<file path="config.mk">
export PLATFORM = sky130hd
export DESIGN_NAME = boot_loader
export DESIGN_NICKNAME = d
export VERILOG_FILES = /design/src/rtl/boot_loader.sv
export SDC_FILE = /design/constraint.sdc
export NUM_CORES = 1
export LEC_CHECK = 0
export BUFFER_PORTS_ARGS = -buffer_cell sky130_fd_sc_hd__buf_4
export CAP_MARGIN = 15
export CORE_AREA = 2 2 110 112
export CTS_CLUSTER_SIZE = 30
export DETAILED_ROUTE_END_ITERATION = 10
export DIE_AREA = 0 0 112 114
export PLACE_DENSITY = 0.72
export SETUP_SLACK_MARGIN = 0.2
export SYNTH_ARGS = -nofsm -noshare
export SYNTH_HDL_FRONTEND = slang
export SYNTH_SLANG_ARGS = --single-unit
</file>
<file path="constraint.sdc">
create_clock -name clk -period 2.8 [get_ports clk]
set_input_delay 0.84 -clock clk [delete_from_list [all_inputs] [get_ports clk]]
set_output_delay 0.84 -clock clk [all_outputs]
set_load 0.03 [all_outputs]
</file>
<file path="src/rtl/boot_loader.sv">
// Boot loader: receives a length-prefixed, XOR-checksummed byte image, writes it
// word-by-word into the instruction ROM, then releases the core from reset.
module boot_loader #(
  parameter int ADDR_W      = 10,
  parameter int HOLD_CYCLES = 4
) (
  input  logic              clk,
  input  logic              rst,
  input  logic [7:0]        rx_data,
  input  logic              rx_valid,
  output logic              rx_ready,
  output logic              rom_we,
  output logic [ADDR_W-1:0] rom_addr,
  output logic [31:0]       rom_wdata,
  output logic              cpu_rst,
  output logic              done,
  output logic              err
);

  typedef enum logic [2:0] {
    WAIT, LEN_HI, LEN_LO, DATA, CSUM, HOLD, RUN, ERROR
  } state_t;

  localparam logic [31:0]     CAP = 32'd1 << ADDR_W;
  localparam logic [ADDR_W:0] ONE = {{ADDR_W{1'b0}}, 1'b1};

  state_t            state, state_nxt;
  logic [7:0]        len_hi;
  logic [ADDR_W:0]   len_words;
  logic [ADDR_W:0]   word_cnt;
  logic [1:0]        byte_cnt;
  logic [23:0]       word_sh;
  logic [7:0]        csum;
  logic [31:0]       hold_cnt;
  logic [31:0]       len_full;
  logic              acc;
  logic              last_byte;
  logic              last_word;

  assign acc       = rx_valid & rx_ready;
  assign len_full  = {16'h0000, len_hi, rx_data};
  assign last_byte = (byte_cnt == 2'd3);
  assign last_word = ((word_cnt + ONE) == len_words);

  assign rx_ready = (state == LEN_HI) || (state == LEN_LO) ||
                    (state == DATA)   || (state == CSUM);
  assign cpu_rst  = (state != RUN);
  assign done     = (state == RUN);
  assign err      = (state == ERROR);

  always_ff @(posedge clk or negedge rst) begin
    if (!rst) state <= WAIT;
    else      state <= state_nxt;
  end

  always_comb begin
    state_nxt = state;
    case (state)
      WAIT:   state_nxt = LEN_HI;
      LEN_HI: if (acc) state_nxt = LEN_LO;
      LEN_LO: if (acc) begin
        if (len_full > CAP)        state_nxt = ERROR;
        else if (len_full == 32'd0) state_nxt = CSUM;
        else                        state_nxt = DATA;
      end
      DATA:   if (acc && last_byte && last_word) state_nxt = CSUM;
      CSUM:   if (acc) state_nxt = (rx_data == csum) ? HOLD : ERROR;
      HOLD:   if (hold_cnt == 32'(HOLD_CYCLES - 1)) state_nxt = RUN;
      default: state_nxt = state;
    endcase
  end

  // Datapath: header capture, word assembly, ROM write strobe, checksum, hold timer
  always_ff @(posedge clk or negedge rst) begin
    if (!rst) begin
      len_hi    <= 8'h00;
      len_words <= '0;
      word_cnt  <= '0;
      byte_cnt  <= 2'd0;
      word_sh   <= 24'h0;
      csum      <= 8'h00;
      hold_cnt  <= 32'd0;
      rom_we    <= 1'b0;
      rom_addr  <= '0;
      rom_wdata <= 32'h0;
    end else begin
      rom_we <= 1'b0;
      if (state == LEN_HI && acc) len_hi <= rx_data;
      if (state == LEN_LO && acc) len_words <= len_full[ADDR_W:0];
      if (state == DATA && acc) begin
        byte_cnt <= byte_cnt + 2'd1;
        csum     <= csum ^ rx_data;
        word_sh  <= {word_sh[15:0], rx_data};
        if (last_byte) begin
          rom_we    <= 1'b1;
          rom_addr  <= word_cnt[ADDR_W-1:0];
          rom_wdata <= {word_sh, rx_data};
          word_cnt  <= word_cnt + ONE;
        end
      end
      if (state == HOLD) hold_cnt <= hold_cnt + 32'd1;
    end
  end

endmodule

</file>
Word-level counts from Yosys, hierarchy flattened
Cells that the tools add are included.

word-level totals
  bits in registers = 142
  output and inout port bits = 47

cells by class
  add/sub/neg operators = 3
  order comparisons = 1
  bitwise gates (word level) = 2
  equal/unequal tests = 17
  multiplexer cells = 11
  reductions and logical operators = 13

operators by type and width
  cell                                                                               count
  32-bit by 1-bit adder with 32-bit output, second input constant                    1
  32-bit by 2-bit == test with 1-bit output, second input constant                   1
  32-bit zero test                                                                   1
  3-bit two-way mux                                                                  7
  3-bit case mux with 6 select lines                                                 1
  16-bit by 11-bit greater-than comparator with 1-bit output, second input constant  1
  3-bit == test, second input constant                                               4
  11-bit by 1-bit adder with 11-bit output, second input constant                    1
  11-bit == test                                                                     1
  2-bit inequality test, second input constant                                       5
  8-bit == test                                                                      1
  8-bit bitwise XOR                                                                  1
  3-bit by 2-bit == test with 1-bit output, second input constant                    2
  6-bit AND reduction                                                                1
  6-bit nonzero test                                                                 1
  1-bit logical AND                                                                  5
  3-bit by 1-bit == test with 1-bit output, second input constant                    1
  3-bit zero test                                                                    1
  1-bit logical OR                                                                   3
  3-bit inequality test, second input constant                                       1
  2-bit by 1-bit adder with 2-bit output, second input constant                      1
  2-bit == test, second input constant                                               1
  1-bit two-way mux                                                                  2
  2-bit two-way mux                                                                  1
  2 further kinds                                                                    2

Depth between registers and ports, before layout
  depth in word-level cells = 9
  mapped depth = 9
  gate-level depth less buffers = 7

Least setup slack after synthesis
Ideal clock, no wire load.

  kind = register -> register
  start = register state[2]
  end = register state[1]
  stages on the path, launching flop included = 7
  data required time = 2661 ps
  data arrival time = 1913 ps
  buffers on the path = 1
  slack = 748 ps
  library setup time = 139 ps
  cell sequence = dfrtp_1 -> buf_2 -> xnor2_1 -> nor4b_1 -> nand4_1 -> o31ai_1 -> a31oi_1

on the way
  cells in the longest elaborated chain, start to end = 9
  elaborated cells on any way between the ends = 20
  those cells by class = eq/ne (10); mux (1); bitwise (1); reduce/logical (8)

RTL lines
  element                                                                                                      line  text
  from (decl)                                                                                                  27    state_t state, state_nxt;
  from (signal assigned)                                                                                       53    else state <= state_nxt;
  3-bit by 1-bit == test with 1-bit output / 3-bit by 2-bit == test with 1-bit output (equally long branches)  45    assign rx_ready = (state == LEN_HI) || (state == LEN_LO) ||
  1-bit logical OR (2 in series)                                                                               45
  1-bit logical OR (*)                                                                                         46    (state == DATA) || (state == CSUM);
  net rx_ready                                                                                                 11    output logic rx_ready,
  1-bit AND (*)                                                                                                40    assign acc = rx_valid & rx_ready;
  1-bit logical AND (2 in series)                                                                              66    DATA: if (acc && last_byte && last_word) state_nxt = CSUM;
  2-bit inequality test (no source line)                                                                       --
  6-bit AND reduction (no source line) (*)                                                                     --

The timed path passes the listed nets; every way through them passes the cells marked *.
A chain may end at the register's enable or synchronous reset.

Worst setup path after layout
  start = register state[2]
  end = output done

on the way
  cells in the longest elaborated chain, start to end = 1

RTL lines
  element        line  text
  3-bit == test  48    assign done = (state == RUN);
  to (decl)      16    output logic done,

No other way between the ends.

==> impl_results.md <==
- Global route overflow: 0
- Gp weighted congestion: between 0.8 and 0.9
- Clock Skew: 0.00379 ns
- Fillers: roughly 900
- WS Path Type: flop to primary output
- Critical-path cell list: nand2_1 > or2_2 > inv_1 > buf_4
- Commonest cells after routing, fill and taps aside: 174 x nand2_1, 141 x dfrtp_1, 63 x buf_4
- Outcome: finished, final reports clean
- Max_cap viols: 0
- Die Ht: 114 um
- Final Hold Fails: 0
- #FFs+latches synth: ~140
- Net Switching: between 2 and 3 mW
- Family with the most delay on the worst path: flip-flops
- CTS tree: done
- Vias: approximately 4300
- Peak VDD IR: between 700 and 800 uV
- Most used DFF post-synth: dfrtp_1
- Commonest non-fill, non-tap cell in the layout: nand2_1
- Boundary Pins: 58
- Number of port buffers: 57
- H-tree Lvls: 4
- Placed cells: 770
- Worst slew pin tran: 0.710 ns
- Die Area: 12800 um^2
- Fin cells: 802
- Clk_lat worst skew: 0.41 ns
- DRC: 0
- Initial antenna violation count: 0
- Synth Area per Inst: about 11 um^2
- Die W: between 100 and 150 um
- RR Startpoint: word_cnt[0]$_DFFE_PN0P_
- Vias per cell: between 5 and 6
- DR pass1 iterations: 4
- Area Overhead vs Synth: 19.0%
- Internal power: between 5 and 6 mW
- Critical Path RT: approximately 2.0 ns
- Post-CTS setup buffer count: 0
- Post-Syn Area: approximately 6300 um^2
- Slew headroom: 0.525
- Startpoint Class: flop
- Achievable Freq: slightly above 400 MHz
- CTS sink count: approximately 140
- Detail Route Antenna Nets: 0
- Worst Path Arrival: ~1.6 ns
- Pwr Density: about 1100 nW/um^2
- CP Capture Type: primary output
- Leak pwr: 3.62 nW
- Drt wl/cell: ~16 um
- CTS buffer count: 17
- Root buffer cell: clkbuf_16
- Nets@finish: 656
- Tcrit/Tclk final: 0.877
- Clk pwr share: 0.295
- DRT iter0 DRCs: 270
- Worst hold path type: input pin to asynchronous set/reset pin
- Sw Ratio: 0.346
- Layout cells sized above 1: 0.232
- Highest-delay cell along the critical path: dfrtp_1
- Post-Syn Nets: ~600
- Unique masters post-synth: between 50 and 60
- Post-Route WL: between 10000 and 15000 um
- Post-layout min period: 2.45 ns
- Setup TNS: 0 ns
- Power share of the sequential group: 0.404
- Gr usage total: 0.219
- Vias in the first global route: 4426
- EDFF count, synth: 0
- Gate Count Post-Synth: between 500 and 600
- CP bufs+invs: 2
- Ant diodes: 0
- Critical Path Start: state[2]$_DFFE_PN0P_
- Ys async rst share: 1.00
- Hpwl dp: 8810 um
- First-pass GRT wire length: between 20000 and 25000 um
- Critical-path maximum fanout: 14
- Combinational Power Share: 0.300
- Initial Utilization: 0.535
- Final setup vio count: 0
- Site Rows: 40
- Final slew viol count: 0
- Overall power: about 8.1 mW
- Yosys warning total: 0
- Pin count of the biggest net entering global routing: 60
- Core area: between 10000 and 15000 um^2
- CP max stage delay: approximately 0.6 ns
- RSZ-0062 raised after global routing: no
- Max Buffers Root-to-Sink: 2
- Register area share after synthesis: 0.567
- Clock input transition at the sequential cells of the worst setup and hold paths: approximately 0.06 ns
-- metal layers --
layer  up-vias  global-route usage  part of all wire
li1       2051                   -                 -
met1      2127               0.313              0.47
met2       109               0.327              0.46
met3        23              0.0478             0.051
met4         0              0.0935             0.021
met5         -                   0                 0
-- worst reg2reg max path, stage by stage, from the launching register on --
cell and delay, ns:
dfrtp_1 0.49, ha_1 0.32, nand3_1 0.15, nor3_1 0.30, nand4b_1 0.14, nor3b_1 0.18
o31ai_1 0.31, a31oi_1 0.13
-- timing repair --
item / 4_1_cts / 5_1_grt
hold buffers: 0 / 0
gates resized for setup: 0 / 1
setup endpoints to repair: 0 / 1
-- cells in the mapped netlist (2+ instances only) --
cell / instances / area [um^2]
nor2_1: 18 / 67.6
and3_1: 4 / 25.0
buf_4: 7 / 52.6
and4_1: 5 / 43.8
nand2b_1: 2 / 12.5
ha_1: 3 / 37.5
nor3b_1: 2 / 15.0
or3_1: 3 / 18.8
nor3_1: 7 / 35.0
and2_1: 4 / 25.0
inv_1: 4 / 15.0
mux2_2: 38 / 428
xnor2_1: 56 / 490
dfrtp_1: 142 / 3550
nand4_1: 12 / 75.1
xor2_1: 18 / 158
a21oi_1: 3 / 15.0
nand2_1: 174 / 653
nand3_1: 16 / 80.1
o21a_1: 2 / 15.0
clkbuf_1: 6 / 22.5
or2_2: 2 / 12.5
nand2_2: 3 / 18.8
nor4_1: 10 / 62.6
nor2b_1: 3 / 18.8
buf_2: 8 / 40.0
a31oi_1: 2 / 12.5
-- sequential cells by signal (all words and copies together) (netlist names), 3 cells and up --
signal,cells
state,3
word_cnt,11
len_hi,8
rom_wdata,32
len_words,11
word_sh,24
csum,8
rom_addr,10
hold_cnt,32
-- power by group through the flow --
| stage | Clock, mW | Sequential [mW] | Combinational, mW |
|---|---|---|---|
| after floorplan | 0 | 3.58 | 1.32 |
| after global placement | 0 | 3.28 | 2.37 |
| after detailed placement | 0 | 3.30 | 2.44 |
| after CTS | 2.44 | 3.27 | 2.46 |
| after global routing | 2.55 | 3.37 | 2.67 |
| final | 2.39 | 3.27 | 2.43 |
-- cells by family after synthesis --
group           after synthesis  share of synthesized area
buf+inv                      27                     0.0232
flops                       142                      0.567
compound gates               16                     0.0214
mux                          39                     0.0701
fa+ha+maj                     3                    0.00599
xor+xnor                     75                      0.106
simple gates                278                      0.206
-- worst paths after layout --
| check | endpoint | slack, ns | cells past startpoint |
|---|---|---|---|
| min in group clk | rom_wdata[28]$_DFFE_PN0P_ | 0.47 | 2 |
| setup / recovery | done | 0.35 | 4 |
| setup reg to reg | state[1]$_DFFE_PN0P_ | 0.65 | 7 |
| hold / removal | rom_wdata[21]$_DFFE_PN0P_ | 0.39 | 1 |
| max in group asynchronous | word_sh[18]$_DFFE_PN0P_ | 1.73 | 2 |
| hold reg to reg | rom_wdata[28]$_DFFE_PN0P_ | 0.47 | 2 |
-- area by class of cell --
| type | count | area [um^2] | share of cell area |
|---|---|---|---|
| Sequential cell | 142 | 3550 | 0.477 |
| Multi-Input combinational cell | 411 | 2560 | 0.344 |
| Inverter | 5 | 18.8 | 0.00252 |
| Tap cell | 147 | 184 | 0.0247 |
| Clock buffer | 19 | 443 | 0.0594 |
| Timing Repair Buffer | 65 | 504 | 0.0676 |
| Clock inverter | 13 | 186 | 0.0250 |
-- stage by stage --
step / utilization / instance area (um^2) / hold slack (ns) / worst slack, ns
3_5_place_dp: 0.583 / 6830 / 0.457 / 0.473
4_1_cts: 0.637 / 7450 / 0.400 / 0.261
6_report: 0.637 / 7460 / 0.385 / 0.345
5_1_grt: 0.637 / 7460 / 0.427 / 0.204
2_1_floorplan: - / 6260 / 0.439 / 0.748
3_3_place_gp: 0.583 / 6830 / 0.454 / 0.518
(Power assumes the default switching activity.)
